--- src/rtl/piso_tx_pkg.sv ---
// Shared types and constants for the PISO transmit sequencer.
// State encoding and PISO mode values.
package piso_tx_pkg;

  typedef enum logic [1:0] {
    IDLE = 2'd0,
    LOAD = 2'd1,
    HOLD = 2'd2,
    DONE = 2'd3
  } piso_tx_state_t;

  localparam logic PISO_MODE_LOAD  = 1'b0;
  localparam logic PISO_MODE_SHIFT = 1'b1;

endpackage

--- src/rtl/piso_tx_sequencer_timer.sv ---
// Bit-period divider: counts CLK cycles within one serial bit.
// tc_o marks the last cycle of the period.
module bit_period_timer #(
  parameter int DIV = 8
) (
  input  logic CLK,
  input  logic n_Reset,
  input  logic clr_i,
  input  logic start_i,
  output logic tc_o
);

  localparam int W = (DIV > 1) ? $clog2(DIV) : 1;

  logic [W-1:0] div_cnt_q, div_cnt_d;

  assign tc_o = (div_cnt_q == W'(DIV - 1));

  always_comb begin
    div_cnt_d = div_cnt_q;
    if (clr_i) begin
      div_cnt_d = '0;
    end else if (start_i) begin
      div_cnt_d = tc_o ? '0 : div_cnt_q + 1'b1;
    end
  end

  always_ff @(posedge CLK or negedge n_Reset) begin
    if (!n_Reset) begin
      div_cnt_q <= '0;
    end else begin
      div_cnt_q <= div_cnt_d;
    end
  end

endmodule

--- src/rtl/piso_tx_sequencer.sv ---
// Frames one handshaked word into timed load/shift commands
// for a downstream parallel-in/serial-out register.
module piso_tx_sequencer #(
  parameter int N   = 4,
  parameter int DIV = 8
) (
  input  logic         CLK,
  input  logic         n_Reset,
  input  logic         TX_VALID,
  input  logic [N-1:0] TX_DATA,
  output logic         TX_READY,
  output logic         PISO_EN,
  output logic         PISO_SHIFT,
  output logic [N-1:0] PISO_DATAW,
  output logic         BUSY,
  output logic         DONE
);

  import piso_tx_pkg::piso_tx_state_t;
  import piso_tx_pkg::IDLE;
  import piso_tx_pkg::LOAD;
  import piso_tx_pkg::HOLD;
  import piso_tx_pkg::PISO_MODE_LOAD;
  import piso_tx_pkg::PISO_MODE_SHIFT;

  localparam int BW = $clog2(N);

  piso_tx_state_t state_q, state_d;
  logic [N-1:0]   data_q, data_d;
  logic [BW-1:0]  bit_cnt_q, bit_cnt_d;
  logic           tmr_clr;
  logic           tmr_run;
  logic           tc;
  logic           shift_now;

  bit_period_timer #(
    .DIV (DIV)
  ) u_timer (
    .CLK     (CLK),
    .n_Reset (n_Reset),
    .clr_i   (tmr_clr),
    .start_i (tmr_run),
    .tc_o    (tc)
  );

  assign tmr_run = (state_q == HOLD);

  always_comb begin
    state_d   = state_q;
    data_d    = data_q;
    bit_cnt_d = bit_cnt_q;
    tmr_clr   = 1'b0;
    unique case (state_q)
      IDLE: begin
        if (TX_VALID) begin
          data_d    = TX_DATA;
          bit_cnt_d = '0;
          tmr_clr   = 1'b1;
          state_d   = LOAD;
        end
      end
      LOAD: state_d = HOLD;
      HOLD: begin
        if (tc) begin
          if (bit_cnt_q == BW'(N - 1)) begin
            state_d = piso_tx_pkg::DONE;
          end else begin
            bit_cnt_d = bit_cnt_q + 1'b1;
          end
        end
      end
      piso_tx_pkg::DONE: state_d = IDLE;
    endcase
  end

  always_ff @(posedge CLK or negedge n_Reset) begin
    if (!n_Reset) begin
      state_q   <= IDLE;
      data_q    <= '0;
      bit_cnt_q <= '0;
    end else begin
      state_q   <= state_d;
      data_q    <= data_d;
      bit_cnt_q <= bit_cnt_d;
    end
  end

  // Shift is issued on the final cycle of each bit period
  assign shift_now  = (state_q == HOLD) && tc;

  assign TX_READY   = (state_q == IDLE);
  assign BUSY       = (state_q == LOAD) || (state_q == HOLD);
  assign DONE       = (state_q == piso_tx_pkg::DONE);
  assign PISO_EN    = (state_q == LOAD) || shift_now;
  assign PISO_SHIFT = shift_now ? PISO_MODE_SHIFT : PISO_MODE_LOAD;
  assign PISO_DATAW = data_q;

endmodule

--- config.mk ---
export PLATFORM = sky130hd
export DESIGN_NAME = piso_tx_sequencer
export DESIGN_NICKNAME = d
export VERILOG_FILES = /design/src/rtl/piso_tx_pkg.sv /design/src/rtl/piso_tx_sequencer_timer.sv /design/src/rtl/piso_tx_sequencer.sv
export SDC_FILE = /design/constraint.sdc
export NUM_CORES = 1
export LEC_CHECK = 0
export BUFFER_PORTS_ARGS = -buffer_cell sky130_fd_sc_hd__buf_4
export CORE_AREA = 3 3 40 42
export DETAILED_ROUTE_END_ITERATION = 8
export DIE_AREA = 0 0 43 45
export PLACE_DENSITY_LB_ADDON = 0.1
export SETUP_SLACK_MARGIN = 0.05
export SLEW_MARGIN = 15
export SYNTH_ARGS = -nofsm -noshare
export SYNTH_HDL_FRONTEND = slang
export SYNTH_SLANG_ARGS = --single-unit
--- constraint.sdc ---
create_clock -name CLK -period 3.8 [get_ports CLK]
set_input_delay 0.38 -clock CLK [delete_from_list [all_inputs] [get_ports CLK]]
set_output_delay 0.38 -clock CLK [all_outputs]
set_load 0.05 [all_outputs]
==> results of run 1 <==
## Yosys cell counts, types with 2 or more instances
| cell type | instances |
|---|---|
| nor3b_1 | 2 |
| nand2_1 | 2 |
| ha_1 | 8 |
| nor2b_1 | 2 |
| mux2_2 | 4 |
| and3b_1 | 2 |
| inv_1 | 4 |
| dfrtp_1 | 11 |
| a21oi_1 | 5 |
## cells by family (layout without fill, tap and decap cells)
family                   count (synthesis)  count (layout)  share of synthesized area (%)
AO/OA/AOI/OAI                           12              12                          13.10
adder cells (fa/ha/maj)                  8               8                          15.41
buffers and inverters                    5              24                          3.081
flip-flops                              11              11                          42.39
multiplexers                             6               6                          10.79
AND/OR/NAND/NOR                         14              14                          15.22
## layer usage
metal	GRT usage (%)	wire length, µm	vias up
li1	-	-	240
met1	19.95	621	226
met2	21.26	574	13
met3	2.390	47	6
met4	11.45	42	0
met5	0	0	-
## sequential cells by signal, summed over array words and instances, names as in the netlist
name,flops
bit_cnt_q,2
PISO_DATAW,4
u_timer.div_cnt_q,3
state_q,2
## cell type report
type                    count  area, µm²  area share (%)
flip-flops and latches     11      275.3           33.90
well taps                  15      18.77           2.311
repair buffers             16      122.6           15.10
inverters                   4      15.01           1.849
clock buffers               4      26.28           3.236
multi-input cells          40      354.1           43.61
## through the flow
stage / instance area [µm²] / hold slack [ps] / instances
floorplan: 649.4 / 84.41 / 56
detailed placement: 775.7 / 222.9 / 85
global route: 812.0 / 338.5 / 90
global placement: 775.7 / 223.9 / 85
CTS: 812.0 / 337.1 / 90
finish: 812.0 / 347.9 / 90
## final timing paths
check,from,end,slack (ps),depth (start not counted)
worst max-delay path,state_q[0],PISO_EN,1640,5
worst min-delay path,TX_DATA[3],PISO_DATAW[3],350,2
worst max register to register,state_q[0],state_q[1],2140,5
worst min register to register,PISO_DATAW[1],PISO_DATAW[1],510,1
max in group asynchronous,n_Reset,PISO_DATAW[2],3170,2
min in group asynchronous,n_Reset,bit_cnt_q[0],480,2
## repair_timing
| item | 4_1_cts | 5_1_grt |
|---|---|---|
| resized for setup | 0 | 0 |
| hold buffers | 1 | 0 |
| hold endpoints to repair | 11 | 0 |
## critical path, stage by stage (launching register included)
cell	delay [ps]
dfrtp_1	410
inv_1	90
ha_1	330
and2_1	220
or2_2	260
buf_4	190
==> metrics.csv, run 1 <==
stage;metric;value;unit
clocking;cts_inserted_buffers;3;
synth;yosys_warnings;0;
critical_path;cp.required;3420;ps
timing;tns;0;ps
timing;worst_pin_slew;356.4;ps
layout;post-route-util;63.19;%
layout;syn2layout_area_growth;25.05;%
synth;synthCells;56;
timing;clock_skew;8.535;ps
grt;grt_start_max_net_pins;12;
layout;drive_above_1_share;36.00;%
clocking;cts_buffer_depth;2;
floorplanning;fp.dieW;43;µm
timing;fmax;462.7;MHz
critical_path;criticalPathCategory;flop to output port;
routing;vias_per_cell;5.389;
clocking;tritoncts;yes;
clocking;htree_levels;1;
floorplanning;die_area;0.001935;mm²
timing;max-slew-margin-rel;76.24;%
routing;drtIter0Drc;4;
synth;yosysTopAreaCellShare;42.39;%
placement;dp.final_hpwl;932.2;µm
synth;ys_seq_area_share;42.39;%
flow_run;maxCapViolCount;0;
layout;diodes;0;
placement;port-buffer-count;15;
routing;dr.pass1.iters;3;
floorplanning;die_h;45;µm
clocking;cts_root_buf;clkbuf_4;
routing;drt-total-wl;1.286;mm
critical_path;arrival;1780;ps
grt;grt_pass1_vias;461;
synth;yosys.area.top_type;dfrtp_1;
timing;rsz0062_at_grt;no;
floorplanning;rows;13;
synth;syn_area;649.4;µm²
run_status;status;finished clean;
timing;fin_crit_sh;56.88;%
routing;ant_nets;0;
routing;drc;0;
critical_path;critPathLaunchType;flop;
routing;vias;485;
critical_path;cp_max_fo;11;
synth;async_flop_share;100.0;%
critical_path;setup.worst_path.end_class;output port;
grt;track_usage;14.83;%
timing;worst_slack;1639;ps
layout;nFillCells;103;
routing;wl_per_cell;14.29;µm
timing;slew_violations;0;
grt;gr-total-overflow;0;
layout;nets;91;
synth;syn_nets;71;
synth;synth.distinct_cells;25;
clocking;clk_pin_slew_worst_paths;80;ps
timing;setup_viol_count_final;0;
layout;most-common-layout-cells;buf_4, dfrtp_1, ha_1;
grt;grt_pass1_wl;2.083;mm
synth;synth.avg_cell_area;11.60;µm²
floorplanning;coreArea;0.001285;mm²
worst_hold_path;hold_path.class;input port to flop;
floorplanning;initial_core_util;50.54;%
synth;synth_area_leaders;dfrtp_1, ha_1, mux2_2;
synth;synth_edf_count;0;
clocking;clock_sinks;11;
synth;synth-main-ff-cell;dfrtp_1;
synth;ys_seq_elements;11;
placement;dp_slack;1947;ps
floorplanning;io_pins;16;
layout;final_common_cell;buf_4;
clocking;clk_latency;270;ps
timing;fin_crit;2161;ps
timing;final_hold_viol_count;0;
placement;place.gp.congestion;0.7255;
grt;grt_antenna_before_repair;0;
clocking;post-cts-setup-buffers;0;
Power of run 1 is not shown: default switching activity piles up to over one toggle a cycle in this logic, so the estimate is an artifact.
==> run 2, diff against run 1 <==
- ABC_AREA: not set -> 1
- clock period: 3.8 -> 2.2 ns (I/O delays scaled with it)
==> metrics.csv, run 2 <==
stage;metric;value;unit;change
layout;nFillCells;120;;was 103
critical_path;setup.worst_path.end_class;output port;;unchanged
timing;max-slew-margin-rel;82.05;%;was 76.24%
synth;syn_area;616.8;µm²;was 649.4 µm²
timing;clock_skew;2.805;ps;was 8.535 ps
timing;slew_violations;0;;unchanged
layout;most-common-layout-cells;nand2_1, buf_4, dfrtp_1;;was buf_4, dfrtp_1, ha_1
placement;place.gp.congestion;0.7615;;was 0.7255
clocking;post-cts-setup-buffers;0;;unchanged
critical_path;arrival;1650;ps;was 1780 ps
grt;gr-total-overflow;0;;unchanged
critical_path;critPathLaunchType;flop;;unchanged
synth;ys_seq_area_share;44.62;%;was 42.39%
timing;fin_crit_sh;85.10;%;
synth;ys_seq_elements;11;;unchanged
synth;yosys.area.top_type;dfrtp_1;;unchanged
placement;port-buffer-count;15;;unchanged
floorplanning;initial_core_util;48.00;%;was 50.54%
synth;synth.most_common_cell;nand2_1;;was dfrtp_1
floorplanning;die_area;0.001935;mm²;unchanged
synth;synth.avg_cell_area;8.116;µm²;was 11.60 µm²
critical_path;criticalPathCategory;flop to output port;;unchanged
layout;drive_above_1_share;26.04;%;was 36.00%
routing;drc;0;;unchanged
routing;dr.pass1.iters;4;;was 3
worst_hold_path;hold_path.class;input port to flop;;unchanged
worst_hold_path;min_from;TX_DATA[0];;was TX_DATA[3]
synth;synthCells;76;;was 56
routing;wl_per_cell;10.68;µm;was 14.29 µm
critical_path;r2r_cells;7;;was 5
clocking;clk_pin_slew_worst_paths;70;ps;was 80 ps
grt;track_usage;14.62;%;was 14.83%
flow_run;maxCapViolCount;0;;unchanged
timing;fmax;534.1;MHz;
clocking;clk_latency;270;ps;about the same
floorplanning;fp.dieW;43;µm;unchanged
clocking;clock_sinks;11;;unchanged
routing;vias;527;;was 485
layout;nets;112;;was 91
synth;synth_edf_count;0;;unchanged
synth;synth-main-ff-cell;dfrtp_1;;unchanged
synth;synth_common_cells;nand2_1, dfrtp_1, inv_1;;was dfrtp_1, ha_1, a21oi_1
layout;final_common_cell;nand2_1;;was buf_4
layout;largest_register_ff_count;4;;unchanged
routing;vias_per_cell;4.748;;was 5.389
timing;tns;0;ps;unchanged
critical_path;cp.required;1980;ps;was 3420 ps
critical_path;cp_max_fo;7;;was 11
timing;final_hold_viol_count;0;;unchanged
run_status;status;finished clean;;unchanged
clocking;htree_levels;1;;unchanged
worst_hold_path;holdPathEnd;PISO_DATAW[0];;was PISO_DATAW[3]
placement;dp.final_hpwl;916.5;µm;was 932.2 µm
clocking;tritoncts;yes;;unchanged
synth;syn_nets;91;;was 71
clocking;cts_inserted_buffers;3;;unchanged
clocking;cts_root_buf;clkbuf_4;;unchanged
floorplanning;coreArea;0.001285;mm²;unchanged
synth;yosysTopAreaCellShare;44.62;%;was 42.39%
routing;drtIter0Drc;6;;was 4
timing;rsz0062_at_grt;no;;unchanged
timing;worst_pin_slew;269.2;ps;was 356.4 ps
grt;grt_pass1_vias;500;;was 461
critical_path;r2r-start;state_q[0];;unchanged
synth;yosys_warnings;0;;unchanged
routing;ant_nets;0;;unchanged
routing;drt-total-wl;1.185;mm;was 1.286 mm
layout;multi_input_comb_area;300.3;µm²;was 354.1 µm²
grt;grt_pass1_wl;2.083;mm;unchanged
grt;grt_antenna_before_repair;0;;unchanged
layout;diodes;0;;unchanged
worst_hold_path;whs_path_depth;3;;was 2
critical_path;rr_endpoint;u_timer.div_cnt_q[0];;was state_q[1]
layout;regArea;275.3;µm²;unchanged
critical_path;rrSetupSlack;780;ps;was 2140 ps
synth;synth_area_leaders;dfrtp_1, nand2_1, ha_1;;was dfrtp_1, ha_1, mux2_2
synth;synth.distinct_cells;11;;was 25
timing;fin_crit;1872;ps;
clocking;cts_buffer_depth;2;;unchanged
layout;syn2layout_area_growth;27.18;%;was 25.05%
synth;async_flop_share;100.0;%;unchanged
floorplanning;rows;13;;unchanged
grt;grt_start_max_net_pins;12;;unchanged
floorplanning;die_h;45;µm;unchanged
timing;setup_viol_count_final;0;;unchanged
floorplanning;io_pins;16;;unchanged
timing;whs;141.8;ps;was 347.9 ps
## run 2: changes by cell type after synthesis, sizes merged, moves of 3 or more
cell   before  now
a21oi       6    0
inv         4   11
mux2        5    0
nand2       2   31
nand3       0    6
nor2        1    5
nor2b       3    0
## run 2: cell families after synthesis
group                      Yosys count  share of synthesized area [%]
AOI/OAI and AO/OA                    3                          3.043
adders and majority gates            8                          16.23
buffers and inverters               11                          6.694
and+or+nand+nor                     43                          29.41
DFF                                 11                          44.62
## run 2: repair_timing
| action | 4_1_cts | 5_1_grt |
|---|---|---|
| gates resized for setup | 0 | 0 |
| hold endpoints to repair | 11 | 0 |
| hold buffers | 1 | 0 |
## run 2: routing by layer
metal	up-vias	global-route usage [%]	share of wire [%]	routed length [µm]
met4	0	5.422	0.68	8
met1	231	17.13	44	521
met2	18	25.75	48	569
met3	2	3.984	7.2	85
met5	-	0	0	0
li1	276	-	-	-
## run 2: stage by stage
stage / worst slack (ps) / std cells / cell area (µm²) / utilization [%]
6_report: 327.8 / 111 / 784.5 / 61.05
2_1_floorplan: 477.0 / 76 / 616.8 / -
5_1_grt: 211.2 / 111 / 784.5 / 61.05
3_5_place_dp: 621.0 / 106 / 748.2 / 58.23
3_3_place_gp: 648.6 / 106 / 748.2 / 58.23
4_1_cts: 320.9 / 111 / 784.5 / 61.05
## run 2: worst max path at each step
stage / startpoint / end / slack (ps) / depth (start not counted)
6_report: state_q[0] / PISO_EN / 330 / 6
5_1_grt: state_q[0] / PISO_EN / 210 / 6
4_1_cts: state_q[0] / PISO_EN / 320 / 6
3_5_place_dp: state_q[0] / PISO_EN / 620 / 6
3_3_place_gp: state_q[0] / PISO_EN / 650 / 6
2_1_floorplan: state_q[0] / PISO_EN / 480 / 5
## run 2: final cells by class
| type | count | area share, % |
|---|---|---|
| well taps | 15 | 2.392 |
| clock buffers | 4 | 3.349 |
| multi-input cells | 54 | 38.28 |
| repair buffers | 16 | 15.63 |
| flip-flops and latches | 11 | 35.09 |
| inverters | 11 | 5.263 |
## run 2: worst max-delay path: stages, from the launching register on
cell,delay [ps]
dfrtp_1,400
inv_1,90
ha_1,300
nand2_1,100
inv_1,50
or2_2,260
buf_4,190
Power of run 2 is left out for the same reason.
==> run 3, diff against run 2 <==
- RECOVER_POWER: not set -> 25
- TNS_END_PERCENT: not set -> 20
- clock period: 2.2 -> 1.9 ns (I/O delays scaled with it)
==> metrics.csv, run 3 (synthesized netlist as in run 2, its figures left out) <==
stage;metric;value;unit;change
run_status;status;finished clean;;unchanged
layout;syn2layout_area_growth;28.80;%;was 27.18%
critical_path;rrSetupSlack;470;ps;was 780 ps
placement;place.gp.congestion;0.7615;;unchanged
worst_hold_path;min_from;TX_DATA[0];;unchanged
timing;tns;0;ps;unchanged
placement;port-buffer-count;15;;unchanged
clocking;clock_sinks;11;;unchanged
layout;most-common-layout-cells;nand2_1, buf_4, dfrtp_1;;unchanged
placement;dp.final_hpwl;916.5;µm;unchanged
critical_path;crit_end;PISO_EN;;unchanged
critical_path;cp.required;1710;ps;was 1980 ps
grt;grt_antenna_before_repair;0;;unchanged
routing;wl_per_cell;10.86;µm;was 10.68 µm
routing;drc;0;;unchanged
critical_path;r2r_cells;7;;unchanged
grt;gr-total-overflow;0;;unchanged
timing;clock_skew;3.035;ps;was 2.805 ps
grt;track_usage;14.62;%;unchanged
critical_path;arrival;1590;ps;was 1650 ps
layout;final_common_cell;nand2_1;;unchanged
routing;drt-total-wl;1.216;mm;was 1.185 mm
timing;max-slew-margin-rel;59.37;%;was 82.05%
clocking;htree_levels;1;;unchanged
critical_path;r2r-start;state_q[1];;was state_q[0]
layout;diodes;0;;unchanged
timing;whs;108.5;ps;was 141.8 ps
clocking;tritoncts;yes;;unchanged
timing;worst_pin_slew;609.5;ps;was 269.2 ps
critical_path;cp_max_fo;2;;was 7
floorplanning;coreArea;0.001285;mm²;unchanged
layout;nets;113;;was 112
floorplanning;initial_core_util;48.00;%;unchanged
critical_path;cp-startpoint;u_timer.div_cnt_q[0];;was state_q[0]
routing;vias_per_cell;4.786;;was 4.748
flow_run;maxCapViolCount;0;;unchanged
floorplanning;rows;13;;unchanged
floorplanning;io_pins;16;;unchanged
worst_hold_path;hold_path.class;input port to flop;;unchanged
timing;fmax;561.2;MHz;
clocking;cts_buffer_depth;2;;unchanged
clocking;clk_pin_slew_worst_paths;70;ps;about the same
timing;fin_crit;1782;ps;
timing;slew_violations;0;;unchanged
critical_path;rr_endpoint;u_timer.div_cnt_q[0];;unchanged
grt;grt_pass1_wl;2.083;mm;unchanged
layout;largest_register_ff_count;4;;unchanged
floorplanning;die_area;0.001935;mm²;unchanged
layout;multi_input_comb_area;302.8;µm²;was 300.3 µm²
timing;setup_viol_count_final;0;;unchanged
grt;grt_start_max_net_pins;12;;unchanged
clocking;cts_inserted_buffers;3;;unchanged
clocking;clk_latency;270;ps;about the same
layout;regArea;275.3;µm²;unchanged
critical_path;critPathLaunchType;flop;;unchanged
routing;dr.pass1.iters;4;;unchanged
routing;ant_nets;0;;unchanged
timing;final_hold_viol_count;0;;unchanged
timing;rsz0062_at_grt;no;;unchanged
timing;fin_crit_sh;93.79;%;
critical_path;criticalPathCategory;flop to output port;;unchanged
routing;drtIter0Drc;4;;was 6
clocking;cts_root_buf;clkbuf_4;;unchanged
layout;nFillCells;127;;was 120
routing;vias;536;;was 527
grt;grt_pass1_vias;500;;unchanged
layout;drive_above_1_share;26.80;%;was 26.04%
floorplanning;fp.dieW;43;µm;unchanged
critical_path;setup.worst_path.end_class;output port;;unchanged
floorplanning;die_h;45;µm;unchanged
[run 3: cell types whose count changed in the layout (fill, tap and decap cells not counted), sizes merged]
cell / change
clkbuf: +1
[run 3: final cells by class]
class                           instances  share of cell area (%)
Timing Repair Buffer                   17                   16.38
Inverter                               11                   5.197
Multi-Input combinational cell         54                   38.11
Sequential cell                        11                   34.65
Tap cell                               15                   2.362
Clock buffer                            4                   3.307
[run 3: how the worst min path moves through the flow]
stage	end	cells after the start
after floorplan	PISO_DATAW[0]	0
after global placement	state_q[0]	1
after detailed placement	bit_cnt_q[1]	1
after CTS	PISO_DATAW[0]	3
after global routing	PISO_DATAW[3]	3
final	PISO_DATAW[0]	3
[run 3: stage by stage]
step                      setup WS, ps  area (µm²)  util (%)  cells
after floorplan                  207.0       616.8         -     76
after global placement           378.6       748.2     58.23    106
after detailed placement         351.0       748.2     58.23    106
after CTS                        50.91       784.5     61.05    111
after global routing             51.60       794.5     61.83    112
final                            118.1       794.5     61.83    112
[run 3: repair_timing]
action | CTS | global route
buffers inserted | 0 | 1
endpoints found under the setup margin | 0 | 1
hold endpoints to repair | 11 | 0
hold buffers | 1 | 0
resized for setup | 0 | 2
[run 3: worst max-delay path: stages (launching register included)]
cell and delay, ps:
dfrtp_1 400, ha_1 200, ha_1 190, nand2_1 60, inv_1 50, or2_2 270, buf_6 160
[run 3: per-layer routing]
layer / track usage (%) / up-vias / part of all wire (%)
met2: 25.75 / 17 / 49
li1: - / 276 / -
met4: 5.422 / 0 / 1.2
met1: 17.13 / 240 / 43
met3: 3.984 / 3 / 7.2
met5: 0 / - / 0
Power of run 3 is left out for the same reason.
